$ cat src/rtl/mem_pkg.sv
`default_nettype none
// ============================================================================
//  Module      : mem_pkg
//  Description : Shared types and constants for the MEM-stage controller:
//                FSM state encoding, default data width, register-address
//                width and the all-zero MEM/WB control bubble.
//  Revision    : 1.0 - initial release
// ============================================================================
package mem_pkg;

    localparam int c_DATA_W_DEFAULT = 32;
    localparam int c_REG_ADDR_W     = 5;

    typedef enum logic [0:0] {
        IDLE = 1'b0,
        BUSY = 1'b1
    } state_t;

    // Control half of the MEM/WB register; the data fields are DATA_W wide
    // and are zeroed separately by the owner of the register.
    typedef struct packed {
        logic                    jal;
        logic                    reg_write;
        logic                    mem_to_reg;
        logic [c_REG_ADDR_W-1:0] write_register;
    } memwb_ctrl_t;

    localparam memwb_ctrl_t c_MEMWB_BUBBLE = '0;

endpackage : mem_pkg
`default_nettype wire

$ cat src/rtl/mem_timeout_counter.sv
`default_nettype none
// ============================================================================
//  Module      : mem_timeout_counter
//  Description : 8-bit BUSY-cycle counter. Cleared by i_clear, advanced by
//                i_enable. o_terminal is high while the count equals LIMIT-1,
//                i.e. in the LIMIT-th counted cycle, so that cycle can be the
//                one that aborts the transaction.
//  Ports       : clk, reset (async, active-low), i_clear, i_enable,
//                o_terminal
//  Revision    : 1.0 - initial release
// ============================================================================
module mem_timeout_counter #(
    parameter int LIMIT = 255
) (
    input  logic clk,
    input  logic reset,
    input  logic i_clear,
    input  logic i_enable,
    output logic o_terminal
);

    logic [7:0] r_count;

    always_ff @(posedge clk or negedge reset) begin
        if (!reset) begin
            r_count <= 8'd0;
        end else if (i_clear) begin
            r_count <= 8'd0;
        end else if (i_enable) begin
            r_count <= r_count + 8'd1;
        end
    end

    assign o_terminal = (r_count == 8'(LIMIT - 1));

endmodule : mem_timeout_counter
`default_nettype wire

$ cat src/rtl/mem_access_ctrl.sv
`default_nettype none
// ============================================================================
//  Module      : mem_access_ctrl
//  Description : MEM-stage controller of the pipelined MIPS core. Issues
//                load/store transactions to a variable-latency data memory
//                over a req/ack handshake, stalls upstream stages while a
//                transaction is outstanding, and acts as the MEM/WB register.
//  Ports       : clk, reset (async, active-low)
//                in_Ctrl_* / in_Write_Register / in_ALU_Result /
//                in_Write_Data  : EX/MEM fields
//                mem_req/mem_we/mem_addr/mem_wdata : registered request
//                mem_ack/mem_rdata                  : memory completion
//                stall          : combinational upstream freeze
//                out_*          : MEM/WB fields to write-back
//                mem_error      : sticky timeout flag
//  Config      : `define MEM_TIMEOUT_EN to abort transactions after
//                TIMEOUT_CYCLES BUSY cycles; otherwise BUSY waits forever
//                and mem_error is tied 0.
//  Revision    : 1.0 - initial release
// ============================================================================
module mem_access_ctrl
    import mem_pkg::*;
#(
    parameter int DATA_W         = c_DATA_W_DEFAULT,
    parameter int TIMEOUT_CYCLES = 255
) (
    input  logic                    clk,
    input  logic                    reset,
    input  logic                    in_Ctrl_Jal,
    input  logic                    in_Ctrl_RegWrite,
    input  logic                    in_Ctrl_MemToReg,
    input  logic                    in_Ctrl_MemRead,
    input  logic                    in_Ctrl_MemWrite,
    input  logic [c_REG_ADDR_W-1:0] in_Write_Register,
    input  logic [DATA_W-1:0]       in_ALU_Result,
    input  logic [DATA_W-1:0]       in_Write_Data,
    output logic                    mem_req,
    output logic                    mem_we,
    output logic [DATA_W-1:0]       mem_addr,
    output logic [DATA_W-1:0]       mem_wdata,
    input  logic                    mem_ack,
    input  logic [DATA_W-1:0]       mem_rdata,
    output logic                    stall,
    output logic                    out_Ctrl_Jal,
    output logic                    out_Ctrl_RegWrite,
    output logic                    out_Ctrl_MemToReg,
    output logic [c_REG_ADDR_W-1:0] out_Write_Register,
    output logic [DATA_W-1:0]       out_ALU_Result,
    output logic [DATA_W-1:0]       out_Read_Data,
    output logic                    mem_error
);

    state_t             r_state,     w_state_nxt;
    logic               r_mem_req,   w_mem_req_nxt;
    logic               r_mem_we,    w_mem_we_nxt;
    logic [DATA_W-1:0]  r_mem_addr,  w_mem_addr_nxt;
    logic [DATA_W-1:0]  r_mem_wdata, w_mem_wdata_nxt;
    memwb_ctrl_t        r_out_ctrl,  w_out_ctrl_nxt;
    logic [DATA_W-1:0]  r_out_alu,   w_out_alu_nxt;
    logic [DATA_W-1:0]  r_out_rdata, w_out_rdata_nxt;
    logic               w_stall;
    logic               w_mem_op;
    logic               w_timeout;
    memwb_ctrl_t        w_in_ctrl;

    assign w_mem_op  = in_Ctrl_MemRead | in_Ctrl_MemWrite;
    assign w_in_ctrl = {in_Ctrl_Jal, in_Ctrl_RegWrite, in_Ctrl_MemToReg,
                        in_Write_Register};

`ifdef MEM_TIMEOUT_EN
    logic r_mem_error;
    logic w_terminal;

    // Cleared during the issue cycle so counting starts fresh in BUSY.
    mem_timeout_counter #(
        .LIMIT      (TIMEOUT_CYCLES)
    ) u_timeout (
        .clk        (clk),
        .reset      (reset),
        .i_clear    (r_state == IDLE),
        .i_enable   ((r_state == BUSY) && !mem_ack),
        .o_terminal (w_terminal)
    );

    // An ack in the terminal cycle completes normally.
    assign w_timeout = (r_state == BUSY) && !mem_ack && w_terminal;

    always_ff @(posedge clk or negedge reset) begin
        if (!reset) begin
            r_mem_error <= 1'b0;
        end else if (w_timeout) begin
            r_mem_error <= 1'b1;
        end
    end

    assign mem_error = r_mem_error;
`else
    logic [7:0] w_unused_timeout;

    assign w_unused_timeout = 8'(TIMEOUT_CYCLES);
    assign w_timeout        = 1'b0;
    assign mem_error        = 1'b0;
`endif

    // State register and registered outputs.
    always_ff @(posedge clk or negedge reset) begin
        if (!reset) begin
            r_state     <= IDLE;
            r_mem_req   <= 1'b0;
            r_mem_we    <= 1'b0;
            r_mem_addr  <= '0;
            r_mem_wdata <= '0;
            r_out_ctrl  <= c_MEMWB_BUBBLE;
            r_out_alu   <= '0;
            r_out_rdata <= '0;
        end else begin
            r_state     <= w_state_nxt;
            r_mem_req   <= w_mem_req_nxt;
            r_mem_we    <= w_mem_we_nxt;
            r_mem_addr  <= w_mem_addr_nxt;
            r_mem_wdata <= w_mem_wdata_nxt;
            r_out_ctrl  <= w_out_ctrl_nxt;
            r_out_alu   <= w_out_alu_nxt;
            r_out_rdata <= w_out_rdata_nxt;
        end
    end

    // Next-state and next-output logic. Default is "hold request, load bubble".
    always_comb begin
        w_state_nxt     = r_state;
        w_mem_req_nxt   = r_mem_req;
        w_mem_we_nxt    = r_mem_we;
        w_mem_addr_nxt  = r_mem_addr;
        w_mem_wdata_nxt = r_mem_wdata;
        w_out_ctrl_nxt  = c_MEMWB_BUBBLE;
        w_out_alu_nxt   = '0;
        w_out_rdata_nxt = '0;
        w_stall         = 1'b0;

        case (r_state)
            IDLE: begin
                if (w_mem_op) begin
                    // Store wins when both read and write are flagged.
                    w_stall         = 1'b1;
                    w_mem_req_nxt   = 1'b1;
                    w_mem_we_nxt    = in_Ctrl_MemWrite;
                    w_mem_addr_nxt  = in_ALU_Result;
                    w_mem_wdata_nxt = in_Write_Data;
                    w_state_nxt     = BUSY;
                end else begin
                    w_out_ctrl_nxt  = w_in_ctrl;
                    w_out_alu_nxt   = in_ALU_Result;
                end
            end
            BUSY: begin
                if (mem_ack) begin
                    w_out_ctrl_nxt  = w_in_ctrl;
                    w_out_alu_nxt   = in_ALU_Result;
                    w_out_rdata_nxt = r_mem_we ? '0 : mem_rdata;
                    w_mem_req_nxt   = 1'b0;
                    w_state_nxt     = IDLE;
                end else if (w_timeout) begin
                    // Abandoned load must not write a garbage register.
                    w_out_ctrl_nxt           = w_in_ctrl;
                    w_out_ctrl_nxt.reg_write = 1'b0;
                    w_out_alu_nxt            = in_ALU_Result;
                    w_mem_req_nxt            = 1'b0;
                    w_state_nxt              = IDLE;
                end else begin
                    w_stall = 1'b1;
                end
            end
            default: begin
                w_state_nxt   = IDLE;
                w_mem_req_nxt = 1'b0;
            end
        endcase
    end

    // Stall must stay low while reset is held, whatever the inputs show.
    assign stall              = w_stall & reset;

    assign mem_req            = r_mem_req;
    assign mem_we             = r_mem_we;
    assign mem_addr           = r_mem_addr;
    assign mem_wdata          = r_mem_wdata;
    assign out_Ctrl_Jal       = r_out_ctrl.jal;
    assign out_Ctrl_RegWrite  = r_out_ctrl.reg_write;
    assign out_Ctrl_MemToReg  = r_out_ctrl.mem_to_reg;
    assign out_Write_Register = r_out_ctrl.write_register;
    assign out_ALU_Result     = r_out_alu;
    assign out_Read_Data      = r_out_rdata;

endmodule : mem_access_ctrl
`default_nettype wire
$ cat config.mk
export PLATFORM = sky130hd
export DESIGN_NAME = mem_access_ctrl
export DESIGN_NICKNAME = d
export VERILOG_FILES = /design/src/rtl/mem_pkg.sv /design/src/rtl/mem_timeout_counter.sv /design/src/rtl/mem_access_ctrl.sv
export SDC_FILE = /design/constraint.sdc
export NUM_CORES = 1
export LEC_CHECK = 0
export ABC_CLOCK_PERIOD_IN_PS = 1500
export BUFFER_PORTS_ARGS = -buffer_cell sky130_fd_sc_hd__buf_2
export CAP_MARGIN = 20
export CORE_MARGIN = 5
export CORE_UTILIZATION = 46
export DETAILED_ROUTE_END_ITERATION = 8
export GPL_ROUTABILITY_DRIVEN = 0
export GPL_TIMING_DRIVEN = 0
export PLACE_DENSITY = 0.87
export SYNTH_ARGS = -nofsm -noshare
export SYNTH_HDL_FRONTEND = slang
export SYNTH_HIERARCHICAL = 1
export SYNTH_SLANG_ARGS = --single-unit
export TNS_END_PERCENT = 5
$ cat constraint.sdc
create_clock -name clk -period 1.5 [get_ports clk]
set_input_delay 0.075 -clock clk [delete_from_list [all_inputs] [get_ports clk]]
set_output_delay 0.075 -clock clk [all_outputs]
set_load 0.05 [all_outputs]
---- Word level (Yosys, flattened, before mapping) ----
Index checks and enable logic that the tools add are counted.
storage, ports and cells
  flip-flop bits (word level) ............. 139
  input port bits ......................... 109
  output and inout port bits .............. 140
  word-level logic and storage cells ...... 33
operators by class
  eq/ne operators ......................... 2
  multiplexer cells ....................... 15
  bitwise gates (word level) .............. 3
  reduce and logical (&&, ||, !) cells .... 2
operators by type and width
  kind                                           count
  two-way mux 32 bit                             5
  one-hot mux 32 bit (2 select lines)            1
  two-way mux 8 bit                              2
  one-hot mux 8 bit (2 select lines)             1
  two-way mux 1 bit                              4
  inequality test 2 bit (second input constant)  2
  one-hot mux 1 bit (2 select lines)             2
  AND reduction 2 bit                            2
  bitwise AND 1 bit                              1
  inverter 1 bit                                 1
  bitwise OR 1 bit                               1

---- Depth between registers and ports, before layout ----
Gate-level depths: netlist of the first run.
  depth after elaboration ................. 4
  depth in mapped cells ................... 4
  depth with buffers taken out ............ 2

---- Least setup slack after synthesis of the first run ----
OpenSTA, ideal clock, no wires.
  path type ............................... register to register
  from .................................... register r_mem_we, in the netlist mem_we
  to ...................................... register r_out_rdata[10], in the netlist out_Read_Data[10]
  setup time .............................. 0.119 ns
  arrival ................................. 1.185 ns
  data required time ...................... 1.381 ns
  slack ................................... 0.196 ns
  stages on the path, launching flop included .. 4
  path buffers ............................ 1
  period minus slack after synthesis ...... 1.304 ns
  cells stage by stage .................... dfrtp_1 and3b_1 clkbuf_1 and2_1
on the way
  longest elaborated chain between the ends .. 3
RTL lines
  what                     line                    RTL
  start, declared          mem_access_ctrl.sv:55   logic r_mem_we, w_mem_we_nxt;
  start signal, assigned   mem_access_ctrl.sv:119  r_mem_we <= w_mem_we_nxt;
  two-way mux 32 bit       mem_access_ctrl.sv:159  w_out_rdata_nxt = r_mem_we ? '0 : mem_rdata;
  two-way mux 32 bit       mem_access_ctrl.sv:156  if (mem_ack) begin
  two-way mux 32 bit       mem_access_ctrl.sv:140  case (r_state)
  net w_out_rdata_nxt[10]  mem_access_ctrl.sv:60   logic [DATA_W-1:0] r_out_rdata, w_out_rdata_nxt;
  end signal, assigned     mem_access_ctrl.sv:124  r_out_rdata <= w_out_rdata_nxt;
  end, declared            mem_access_ctrl.sv:60
The timed path passes the listed nets, and every way through them passes these cells.
A chain may end at the register's enable or synchronous reset.

---- Worst setup path in the final report of the first run ----
  from .................................... register r_state
  to ...................................... output stall
on the way
  longest elaborated chain between the ends .. 3
RTL lines
  what                                  line                    RTL
  start, declared                       mem_access_ctrl.sv:53   state_t r_state, w_state_nxt;
  start signal, assigned                mem_access_ctrl.sv:117  r_state <= w_state_nxt;
  inverter 1 bit (no source line)       --
  one-hot mux 1 bit (2 select lines) *  mem_access_ctrl.sv:140
  bitwise AND 1 bit *                   mem_access_ctrl.sv:181  assign stall = w_stall & reset;
  end, declared                         mem_access_ctrl.sv:43   output logic stall,
Mark *: on every way between the ends. The rest lies on a longest branch, timed or not.

==> reports/qor.csv, run 1 <==
metric;value;unit
min_path_type;in -> async;
fp.dieH;116.7;um
fin_crit;1.571;ns
finalMaxSlewViolations;0;
hpwl;9.444;mm
async_flop_share;100.0;%
synth.net_count;416;
die-area;13620;um^2
fmax;636.6;MHz
critPathMaxFanout;3;
slew_headroom;60.71;%
yosysUniqueCellTypes;21;
finalClockSkew;0.005487;ns
antenna_found_initial;0;
holdBufCountCts;107;
utilization;73.96;%
initial_core_util;46.46;%
ir_worst_vdd;1643;uV
rsz0062_at_grt;true;
io_buffers;247;
synth.avg_cell_area;17.06;um^2
synth_top_family_by_area;multiplexers;
drt-pass1-iter-count;4;
setup_slack;-0.07082;ns
rows;39;
place_ws;0.1030;ns
rr_worst_depth;5;
grt_overflow;0;
yosysTopAreaCellShare;66.41;%
synthAdderAreaFrac;0;%
end_kind;primary output;
yosysWarningCount;6;
first_global_vias;4574;
fillers;651;
post_drt_wl_per_cell;18.98;um
drt_wl_total;15.87;mm
worst_pin_slew;0.5893;ns
synth-compound-area-share;6.355;%
grt_max_degree;79;
synth_edf_count;0;
drt_iter0_markers;213;
cts_sinks;139;
fin_crit_sh;104.7;%
netlist_instances;307;
syn_area;5238;um^2
critPathTopFamily;simple AND/OR/NAND/NOR gates;
h-tree-depth;4;
synth_mux_area_share;18.06;%
multi_input_area;1541;um^2
setup_viol;1;
total_leakage_power;4.455;nW
hold_violations;61;
critPathMaxStageDelay;0.41;ns
root_buffer;clkbuf_16;
crit_type;reg -> out;
violations;negative hold slack, negative setup slack;
crit_chain;or3_4, and3_4, buf_6;
area_growth_syn_to_layout;59.17;%
fp.coreArea;11270;um^2
cp.depth;3;
drcViolationCount;0;
fp.dieW;116.7;um
status;finished, violations left;
crit_arrival;1.50;ns
grt_use_total;23.62;%
insertion_delay;0.40;ns
critPathLaunchType;flop;
cts_tree;done;
cap_violations;0;
crit_buf_inv;1;
crit_required;1.42;ns
synth_area_leaders;dfrtp_1 (66%), mux2_4 (17%), a21boi_1 (5.7%);
ant_nets;0;
regArea;3480;um^2
cts_buffer_depth;2;
num_vias;4007;
ys_seq_elements;139;
via_per_inst;4.793;
antenna_cells;0;
io_pins;249;
synthFlopType;dfrtp_1;
seq_area_frac_synth;66.41;%
final_nets;792;
synth-simple-area-share;4.849;%
grt_pass1_wl;24.17;mm
numCtsBuffers;17;
clkSlewWorstSetupHoldPaths;0.06;ns
synth.largest_area_cell;dfrtp_1;
synth_xor_area_share;0;%
power;0.01257;W
power_density;1507;nW/um^2
holdWs;-0.3537;ns
slowest_stage;dfrtp_2;
drive_above_1_share;51.66;%
[metal layers]
metal	vias up	global-route usage, %	share of wire (%)
li1	1780	-	-
met1	1998	25.76	36
met2	197	41.41	53
met3	32	9.171	8.5
met4	0	9.174	2.6
met5	-	0	0
[power breakdown]
part           leakage (nW)  switching [W]  internal, W
registers              1.75       0.000286      0.00428
clock network         0.266        0.00148      0.00242
logic                  2.44        0.00273      0.00137
[synthesized netlist by cell type (2+ instances only)]
cell,count
mux2_4,60
buf_6,4
buf_12,7
clkbuf_1,3
and2_1,33
a21boi_1,40
dfrtp_1,139
mux2_2,4
nand2b_1,2
buf_1,4
[cell type report]
class / count / share of cell area, %
clock buffers: 22 / 5.808
multi-input cells: 148 / 18.49
well taps: 143 / 2.146
repair buffers: 357 / 28.34
plain buffers: 19 / 2.626
clock inverters: 7 / 0.8104
flip-flops and latches: 139 / 41.74
inverters: 1 / 0.04502
[sequential cells by signal, indices dropped and copies added, names as in the netlist]
name,cells
out_Ctrl_MemToReg,1
mem_req,1
out_Write_Register,5
out_ALU_Result,32
mem_we,1
r_state,1
mem_addr,32
mem_wdata,32
out_Read_Data,32
out_Ctrl_Jal,1
out_Ctrl_RegWrite,1
[path summary, 6_finish.rpt]
path / startpoint / to / slack, ns
worst max-delay path: r_state / stall / -0.07
worst min-delay path: reset / mem_wdata[25] / -0.35
worst max register to register: r_state / mem_wdata[25] / 0.03
worst min register to register: mem_wdata[8] / mem_wdata[8] / 0.51
max in group asynchronous: reset / mem_wdata[13] / 1.08
min in group clk: in_Ctrl_MemRead / mem_we / 0.03
[logic make-up after synthesis]
| family | Yosys count |
|---|---|
| buffers and inverters | 20 |
| multiplexers | 64 |
| AND/OR/NAND/NOR | 40 |
| flip-flops | 139 |
| other | 1 |
| AO/OA/AOI/OAI | 43 |
[layout by cell type (no fill, tap or decap), types with 2 or more instances in the layout]
| cell type | n |
|---|---|
| a21boi_1 | 40 |
| nand2b_1 | 2 |
| buf_4 | 3 |
| and2_1 | 33 |
| clkinv_2 | 3 |
| clkbuf_1 | 4 |
| buf_2 | 245 |
| dlygate4sd3_1 | 107 |
| clkinvlp_4 | 3 |
| buf_6 | 6 |
| buf_1 | 4 |
| buf_12 | 7 |
| clkbuf_8 | 4 |
| mux2_2 | 4 |
| mux2_4 | 60 |
| clkbuf_16 | 17 |
| dfrtp_1 | 138 |
[timing repair]
action,in CTS,in global routing
hold endpoints to repair,199,61
gates resized for setup,4,0
endpoints found under the setup margin,1,3
setup buffers,2,0
pin swaps,1,0
[per-stage QoR]
stage                     TNS (ns)  hold slack [ns]  cell area (um^2)  instances
after CTS                 -0.08896          -0.3350              8337        836
after global placement     -180.88           0.2800              6653        697
final                     -0.07082          -0.3537              8337        836
after floorplan                  0          -0.2206              5238        307
after global routing       -0.1298          -0.3279              8337        836
after detailed placement         0          0.09394              6686        698
No activity file was read; power rests on OpenSTA's default activity.
==> inputs of run 2 (changes only) <==
- CELL_PAD_IN_SITES_DETAIL_PLACEMENT: not set -> 1
- CELL_PAD_IN_SITES_GLOBAL_PLACEMENT: not set -> 2
- CORE_UTILIZATION: 46 -> 30
==> reports/qor.csv, run 2 (same netlist as run 1, synthesis figures left out) <==
metric;value;unit;change
via_per_inst;4.268;;was 4.793
critPathMaxFanout;3;;unchanged
ir_worst_vdd;740.5;uV;was 1643 uV
crit_chain;or3_4, and3_4, buf_6;;unchanged
r2r-end;mem_addr[8];;was mem_wdata[25]
clkSlewWorstSetupHoldPaths;0.06;ns;about the same
critPathMaxStageDelay;0.41;ns;about the same
slowest_stage;dfrtp_2;;unchanged
min_path_type;in -> async;;unchanged
num_vias;3939;;was 4007
crit_required;1.42;ns;about the same
seqPwrFrac;35.1;%;was 36.3%
worstSetupEndpoint;stall;;unchanged
grt_overflow;0;;unchanged
crit_buf_inv;1;;unchanged
setup_slack;-0.06612;ns;was -0.07082 ns
place_ws;-0.1105;ns;was 0.1030 ns
final_cell_mix;buf_2 (245), dfrtp_1 (138), dlygate4sd3_1 (107);;unchanged
root_buffer;clkbuf_16;;unchanged
fp.dieW;142.1;um;was 116.7 um
drcViolationCount;0;;unchanged
first_global_vias;4782;;was 4574
final_area;8524;um^2;was 8337 um^2
dpl-instance-area;6789;um^2;was 6686 um^2
power;0.01296;W;was 0.01257 W
hpwl;11.07;mm;was 9.444 mm
fin_crit;1.566;ns;was 1.571 ns
crit_arrival;1.49;ns;was 1.50 ns
p_sw;0.004639;W;was 0.004495 W
antenna_found_initial;0;;unchanged
end_kind;primary output;;unchanged
die-area;20200;um^2;was 13620 um^2
holdBufCountCts;107;;unchanged
stdcell_count;923;;was 836
ant_nets;0;;unchanged
antenna_cells;0;;unchanged
rr_worst_depth;5;;unchanged
critPathTopFamily;simple AND/OR/NAND/NOR gates;;unchanged
fp.coreArea;17240;um^2;was 11270 um^2
power_density;1521;nW/um^2;was 1507 nW/um^2
fin_crit_sh;104.4;%;was 104.7%
fillers;1791;;was 651
io_pins;249;;unchanged
setup_viol;1;;unchanged
grt_use_total;16.58;%;was 23.62%
status;finished, violations left;;unchanged
cts_tree;done;;unchanged
intPower;0.008325;W;was 0.008072 W
numCtsBuffers;17;;unchanged
h-tree-depth;4;;unchanged
rows;48;;was 39
grt_pass1_wl;25.86;mm;was 24.17 mm
slew_headroom;61.92;%;was 60.71%
final_common_cell;buf_2;;unchanged
critPathLaunchType;flop;;unchanged
total_leakage_power;4.511;nW;was 4.455 nW
drive_above_1_share;52.87;%;was 51.66%
drt_wl_total;16.52;mm;was 15.87 mm
post_drt_wl_per_cell;17.90;um;was 18.98 um
swShare;35.78;%;was 35.76%
violations;negative hold slack, negative setup slack;;unchanged
insertion_delay;0.40;ns;about the same
finalClockSkew;0.007695;ns;was 0.005487 ns
drt_iter0_markers;79;;was 213
cts_sinks;139;;unchanged
worst_pin_slew;0.5712;ns;was 0.5893 ns
crit_start;r_state;;unchanged
fmax;638.5;MHz;was 636.6 MHz
hold_violations;68;;was 61
p_comb_share;31.7;%;was 32.6%
crit_type;reg -> out;;unchanged
area_growth_syn_to_layout;62.76;%;was 59.17%
io_buffers;247;;unchanged
fp.dieH;142.1;um;was 116.7 um
rsz0062_at_grt;true;;unchanged
p_clk_share;33.2;%;was 31.0%
drt-pass1-iter-count;4;;unchanged
placed_cells;780;;was 698
final_nets;794;;was 792
reg2reg_from;r_state;;unchanged
cts_buffer_depth;2;;unchanged
cap_violations;0;;unchanged
initial_core_util;30.39;%;was 46.46%
holdWs;-0.3322;ns;was -0.3537 ns
rrSetupSlack;0.03;ns;about the same
grt_max_degree;73;;was 79
cp.depth;3;;unchanged
finalMaxSlewViolations;0;;unchanged
-- run 2: repair_timing --
item	4_1_cts	5_1_grt
hold endpoints to repair	206	68
buffers inserted	4	0
pin swaps	1	0
gates cloned	0	0
endpoints found under the setup margin	11	78
gates resized for setup	6	8
-- run 2: how the worst min path moves through the flow --
| stage | start | endpoint |
|---|---|---|
| finish | reset | mem_wdata[8] |
| global route | reset | mem_wdata[8] |
| CTS | reset | mem_wdata[8] |
| detailed placement | reset | mem_wdata[8] |
| global placement | mem_rdata[20] | out_Read_Data[20] |
| floorplan | reset | mem_addr[0] |
-- run 2: power groups by stage --
| stage | Clock [W] | Combinational [W] | Sequential [W] |
|---|---|---|---|
| 2_1_floorplan | 0 | 0.000944 | 0.00646 |
| 3_3_place_gp | 0 | 0.00381 | 0.00457 |
| 3_5_place_dp | 0 | 0.00387 | 0.00461 |
| 4_1_cts | 0.00443 | 0.00413 | 0.00455 |
| 5_1_grt | 0.00460 | 0.00428 | 0.00460 |
| 6_report | 0.00430 | 0.00411 | 0.00455 |
-- run 2: layout make-up --
class                      count  area [um^2]  share of cell area [%]
buffer                        19        224.0                   2.627
clock buffer                  18        439.2                   5.152
clock inverter                14        167.7                   1.967
inverter                       1        3.754                 0.04403
multi-input combinational    148         1549                   18.17
sequential                   139         3480                   40.82
tap                          225        281.5                   3.303
timing repair buffer         359         2380                   27.92
-- run 2: per-stage QoR --
stage / util (%) / TNS [ns]
floorplan: - / 0
finish: 49.46 / -0.06612
global route: 49.46 / -0.7524
global placement: 39.19 / -199.14
CTS: 49.41 / -0.09441
detailed placement: 39.39 / -0.1859
-- run 2: routing by layer --
| metal | up-vias | share of wire, % | global-route usage, % |
|---|---|---|---|
| met5 | - | 0 | 0 |
| met4 | 0 | 1.8 | 6.111 |
| met3 | 23 | 7.8 | 5.208 |
| met2 | 170 | 52 | 30.16 |
| met1 | 1950 | 38 | 18.07 |
| li1 | 1796 | - | - |
